### config.mk
export PLATFORM = sky130hd
export DESIGN_NAME = fetch_stage
export DESIGN_NICKNAME = d
export VERILOG_FILES = /design/src/rtl/fetch_stage.sv
export SDC_FILE = /design/constraint.sdc
export NUM_CORES = 1
export LEC_CHECK = 0
export CORE_MARGIN = 10
export CORE_UTILIZATION = 35
export DETAILED_ROUTE_END_ITERATION = 7
export HOLD_SLACK_MARGIN = 0.12
export PLACE_DENSITY = 0.57
export SYNTH_ARGS = -nofsm -noshare
export SYNTH_HDL_FRONTEND = slang
export SYNTH_SLANG_ARGS = --single-unit
### constraint.sdc
create_clock -name clock -period 6.2 [get_ports clock]
set_input_delay 1.55 -clock clock [delete_from_list [all_inputs] [get_ports clock]]
set_output_delay 1.55 -clock clock [all_outputs]
set_load 0.02 [all_outputs]
### src/rtl/fetch_stage.sv
// ============================================================================
// fetch_stage
// ----------------------------------------------------------------------------
// Instruction-fetch stage and F/D pipeline register of the 5-stage CPU.
// The fetch PC (fpc) is presented to a synchronous instruction memory. The
// word for an address returns one cycle later, so a one-entry "in flight" tag
// records which PC that word belongs to. A one-entry skid buffer catches a
// word that returns while the pipe is stalled, so no instruction is lost or
// repeated across a stall of any length. A redirect (branch) drops the
// in-flight word and the skid contents and loads a bubble into F/D.
//
// Edge priority: reset > branch > stall > advance.
//
// Optional feature (macro FETCH_STATS_EN):
//   defined   -> adds fetch_count / bubble_count statistics outputs
//   undefined -> those ports and counters do not exist
//
// Ports:
//   clock         in   rising-edge clock
//   reset         in   synchronous, active-high
//   stall         in   hazard unit: hold F/D, issue no new fetch
//   branch        in   PC control: redirect taken this cycle
//   nextPC        in   PC control: next fetch PC (PCPlusOne or target)
//   q_imem        in   imem data for the address presented last cycle
//   address_imem  out  fpc[IMEM_ADDR_W-1:0]
//   PCPlusOne     out  fpc + 1 (combinational, wraps mod 2^32)
//   flush_dx      out  equals branch; D/X inserts a bubble
//   fd_PC         out  PC of the instruction held in F/D
//   fd_IR         out  instruction held in F/D
//   fd_valid      out  F/D holds a real instruction
//   fetch_count   out  (FETCH_STATS_EN) edges loading a valid instruction
//   bubble_count  out  (FETCH_STATS_EN) edges loading a bubble
// ============================================================================
module fetch_stage #(
    parameter logic [31:0] RESET_PC    = 32'h0,
    parameter int          IMEM_ADDR_W = 12,
    parameter logic [31:0] NOP_INSN    = 32'h0
) (
    input  logic                   clock,
    input  logic                   reset,
    input  logic                   stall,
    input  logic                   branch,
    input  logic [31:0]            nextPC,
    input  logic [31:0]            q_imem,
    output logic [IMEM_ADDR_W-1:0] address_imem,
    output logic [31:0]            PCPlusOne,
    output logic                   flush_dx,
    output logic [31:0]            fd_PC,
    output logic [31:0]            fd_IR,
    output logic                   fd_valid
`ifdef FETCH_STATS_EN
    ,
    output logic [31:0]            fetch_count,
    output logic [31:0]            bubble_count
`endif
);

    // What the non-reset edge does to the pipe.
    typedef enum logic [1:0] {
        ACT_REDIRECT,
        ACT_HOLD,
        ACT_ADVANCE
    } act_e;

    logic [31:0] r_fpc;
    logic        r_infl_v;
    logic [31:0] r_infl_pc;
    logic        r_skid_v;
    logic [31:0] r_skid_pc;
    logic [31:0] r_skid_ir;
    logic        r_fd_valid;
    logic [31:0] r_fd_pc;
    logic [31:0] r_fd_ir;

    act_e        w_act;
    logic        w_fd_valid_nxt;
    logic [31:0] w_fd_pc_nxt;
    logic [31:0] w_fd_ir_nxt;

    assign w_act = branch ? ACT_REDIRECT :
                   stall  ? ACT_HOLD     : ACT_ADVANCE;

    // Value F/D takes on a loading edge. Redirect falls through to the
    // bubble defaults, which drops the returning wrong-path word.
    // NOTE: every output gets a default first so no path leaves a latch.
    always_comb begin
        w_fd_valid_nxt = 1'b0;
        w_fd_pc_nxt    = 32'h0;
        w_fd_ir_nxt    = NOP_INSN;
        if (w_act == ACT_ADVANCE) begin
            if (r_skid_v) begin
                // The skid is older than anything in flight; drain it first.
                w_fd_valid_nxt = 1'b1;
                w_fd_pc_nxt    = r_skid_pc;
                w_fd_ir_nxt    = r_skid_ir;
            end else if (r_infl_v) begin
                w_fd_valid_nxt = 1'b1;
                w_fd_pc_nxt    = r_infl_pc;
                w_fd_ir_nxt    = q_imem;
            end
        end
    end

    // NOTE: state registers use non-blocking assignments so every flop
    // samples pre-edge values regardless of statement order.
    always_ff @(posedge clock) begin
        if (reset) begin
            r_fpc      <= RESET_PC;
            r_infl_v   <= 1'b0;
            r_skid_v   <= 1'b0;
            r_fd_valid <= 1'b0;
            r_fd_pc    <= 32'h0;
            r_fd_ir    <= NOP_INSN;
        end else begin
            case (w_act)
                ACT_REDIRECT: begin
                    r_fpc    <= nextPC;
                    r_infl_v <= 1'b0;
                    r_skid_v <= 1'b0;
                end
                ACT_HOLD: begin
                    // No new issue; park the returning word so it is not lost.
                    r_infl_v <= 1'b0;
                    if (r_infl_v) begin
                        r_skid_v <= 1'b1;
                    end
                end
                default: begin
                    r_skid_v <= 1'b0;
                    r_infl_v <= 1'b1;
                    r_fpc    <= nextPC;
                end
            endcase
            if (w_act != ACT_HOLD) begin
                r_fd_valid <= w_fd_valid_nxt;
                r_fd_pc    <= w_fd_pc_nxt;
                r_fd_ir    <= w_fd_ir_nxt;
            end
        end
    end

    // Payload registers are qualified by their valid bits.
    // NOTE: data-only storage is deliberately left without reset.
    always_ff @(posedge clock) begin
        if (w_act == ACT_ADVANCE) begin
            r_infl_pc <= r_fpc;
        end
        if (w_act == ACT_HOLD && r_infl_v) begin
            r_skid_pc <= r_infl_pc;
            r_skid_ir <= q_imem;
        end
    end

`ifdef FETCH_STATS_EN
    logic [31:0] r_fetch_count;
    logic [31:0] r_bubble_count;

    always_ff @(posedge clock) begin
        if (reset) begin
            r_fetch_count  <= 32'h0;
            r_bubble_count <= 32'h0;
        end else if (w_act != ACT_HOLD) begin
            if (w_fd_valid_nxt) begin
                r_fetch_count <= r_fetch_count + 32'd1;
            end else begin
                r_bubble_count <= r_bubble_count + 32'd1;
            end
        end
    end

    assign fetch_count  = r_fetch_count;
    assign bubble_count = r_bubble_count;
`endif

    // The skid only fills from the in-flight slot while issue is blocked.
    a_skid_infl_exclusive: assert property (
        @(posedge clock) disable iff (reset) !(r_skid_v && r_infl_v)
    );

    assign address_imem = r_fpc[IMEM_ADDR_W-1:0];
    assign PCPlusOne    = r_fpc + 32'd1;
    assign flush_dx     = branch;
    assign fd_valid     = r_fd_valid;
    assign fd_PC        = r_fd_pc;
    assign fd_IR        = r_fd_ir;

endmodule

==> qor.yml <==
status: "complete, no violations"
drtIter0Drc: 281
yosysTopAreaCell: "edfxtp_1"
start_util_pct: 36.02
rows: 52
grt_overflow_total: 0
cts_buffers: 17
dp_slack_ps: 1842
leakage_nw: 3.284
async_reset_ff_share_pct: 0
antenna_found_initial: 4
wirelength_um: 20080
grt_pass1_vias: 5398
synth.avg_cell_area_um2: 11.41
vias_per_cell: 4.926
p_sw_mw: 0.6350
synth_cell_types: 33
die_h_um: 165.0
fp.coreArea_um2: 20430
cts_sinks: 195
p_clk_share_pct: 39.5
fin_crit_ps: 4391
synth_top_area_share_pct: 39.18
end_kind: "output port"
track_usage_pct: 14.52
finalCritPeriodShare_pct: 70.83
io_pins: 178
power.total_mw: 2.665
synth_ff_type: "dfxtp_1"
clock-skew-final_ps: 6.566
io_buffers: 177
dpl_cell_area_um2: 9249
dr.pass1.iters: 4
seqPwrFrac_pct: 53.0
cts_hold_buf: 0
path_clk_slew_ps: 70
cts_max_path_buffers: 2
cp.required_ps: 4650
slew_headroom_pct: 25.38
die_w_um: 165.0
crit_arrival_ps: 2840
synthToLayoutAreaGrowth_pct: 33.48
setup_ws_ps: 1809
drive_gt1_share_pct: 7.357
synth_area_leaders: "edfxtp_1, dfxtp_1, nand2_1"
ir_drop_mv: 0.1772
dieArea_um2: 27220
yosysSeqAreaShare_pct: 66.11
wl_per_cell_um: 18.70
gp_congestion: 0.8358
worstSkewPairLatency_ps: 420
cts-root-buf: "clkbuf_16"
hold_slack_ps: 453.3
critPathKind: "flop to output port"
vias: 5291
cts_tree: "done"
drc: 0
dp_hpwl_um: 13480
p_per_area_nw_per_um2: 271.3
ys_warn_count: 0
worstPathMaxFanout: 8
tns_ps: 0
crit_chain: "and4_1 > nand3_1 > nor4_2 > xor2_1 > clkdlybuf4s50_1"
synth.most_common_cell: "nand2_1"
synthCells: 645
netlist_area_um2: 7358
swShare_pct: 23.83
timing_worst_slew_pin_value_ps: 1119
layout.nets: 858
final_design_area_no_fill_um2: 9822
cts_max_level: 4
max-cap-violations: 0
fmax_mhz: 227.7
p_comb_share_pct: 7.5
netlist_top_cells_count: "nand2_1, dfxtp_1, edfxtp_1, o21ai_0, a22oi_1"
final_max_slew_viol_count: 0
p_int_mw: 2.030
synth-edff-count: 96
hp-class: "flop to flop"
ant_nets: 0
synthesis.nets: 714
cts_resized: 0
max_stage_delay_ps: 650
grt_max_degree: 67
synth_seq_cells: 195
rsz0062_at_grt: "false"
finalHoldViolations: 0
cp_slowest_cell: "clkdlybuf4s50_1"
post-cts-setup-buffers: 0
cp-start-kind: "flop"
setup_viol_count_final: 0
grt_pass1_wl_um: 30960
==> stage by stage <==
stage,utilization [%],cells
after floorplan,-,645
after global placement,45.27,1040
after detailed placement,45.27,1040
after CTS,48.05,1072
after global routing,48.05,1072
final,48.08,1074
==> power by group through the flow <==
stage | Combinational, mW | Sequential (mW) | Clock (mW)
global placement | 0.200 | 1.44 | 0
finish | 0.200 | 1.41 | 1.05
detailed placement | 0.201 | 1.44 | 0
floorplan | 0.0907 | 1.44 | 0
CTS | 0.203 | 1.41 | 1.08
global route | 0.217 | 1.42 | 1.13
==> placed cells by master, fill, tap and decap left out, types with 2 or more instances in the layout <==
master and count:
clkdlybuf4s50_1 177, nand2_1 137, dfxtp_1 98, edfxtp_1 96, o21ai_0 65, a22oi_1 64
a21oi_1 32, xor2_1 19, clkbuf_16 18, xnor2_1 11, nand3_1 9, nor4_2 9
inv_1 7, nor3_1 6, buf_4 6, nand4_1 5, nor2_1 5, and4_1 4
nor4_1 4, inv_6 4, clkinv_4 4, inv_8 3, diode_2 2, nand3_2 2
nor2_4 2, clkinv_2 2
==> sequential cells by signal, indices dropped and copies added (netlist names) <==
register	count
fd_IR	32
fd_PC	32
r_fpc	32
r_infl_pc	32
r_skid_ir	32
r_skid_pc	32
fd_valid	1
r_infl_v	1
r_skid_v	1
==> final cells by class <==
class	count	area (µm²)
Multi-Input combinational cell	385	2202
Sequential cell	195	4866
Antenna cell	2	5.005
Timing Repair Buffer	183	1817
Inverter	7	26.28
Clock buffer	19	454.2
Tap cell	270	337.8
Fill cell	1833	10610
Clock inverter	13	113.9
==> worst paths after layout <==
path / startpoint / endpoint / slack, ps / cells past startpoint
setup / recovery: r_fpc[8]$_SDFFE_PP0P_ / PCPlusOne[28] / 1810 / 5
hold / removal: r_infl_pc[25]$_DFFE_PP_ / r_skid_pc[25]$_DFFE_PP_ / 450 / 0
setup reg to reg: r_infl_v$_SDFF_PP0_ / fd_PC[15]$_SDFFE_PP0P_ / 4210 / 4
hold reg to reg: r_infl_pc[25]$_DFFE_PP_ / r_skid_pc[25]$_DFFE_PP_ / 450 / 0
==> layer usage <==
metal	vias up	share of wire (%)	GRT usage (%)
li1	2580	-	-
met5	-	0.16	0
met3	17	9.4	6.323
met1	2517	44	18.22
met2	173	46	22.10
met4	4	0.79	4.388
==> worst max-delay path, delay by kind of cell (launching register included) <==
| family | cells | cell delay (ps) |
|---|---|---|
| xor+xnor | 1 | 240 |
| buf+inv | 1 | 650 |
| flops | 1 | 510 |
| simple gates | 3 | 1020 |
==> kinds of logic (layout without fill, tap and decap cells) <==
family	after synthesis	count (layout)	share of synthesized area [%]
DFF	195	195	66.11
AOI/OAI and AO/OA	161	161	13.13
and+or+nand+nor	193	193	12.67
buffers and inverters	65	222	4.353
other	0	2	0
adders and majority gates	1	1	0.1700
xor gates and xnor gates	30	30	3.571
No activity file was read; power rests on OpenSTA's default activity.
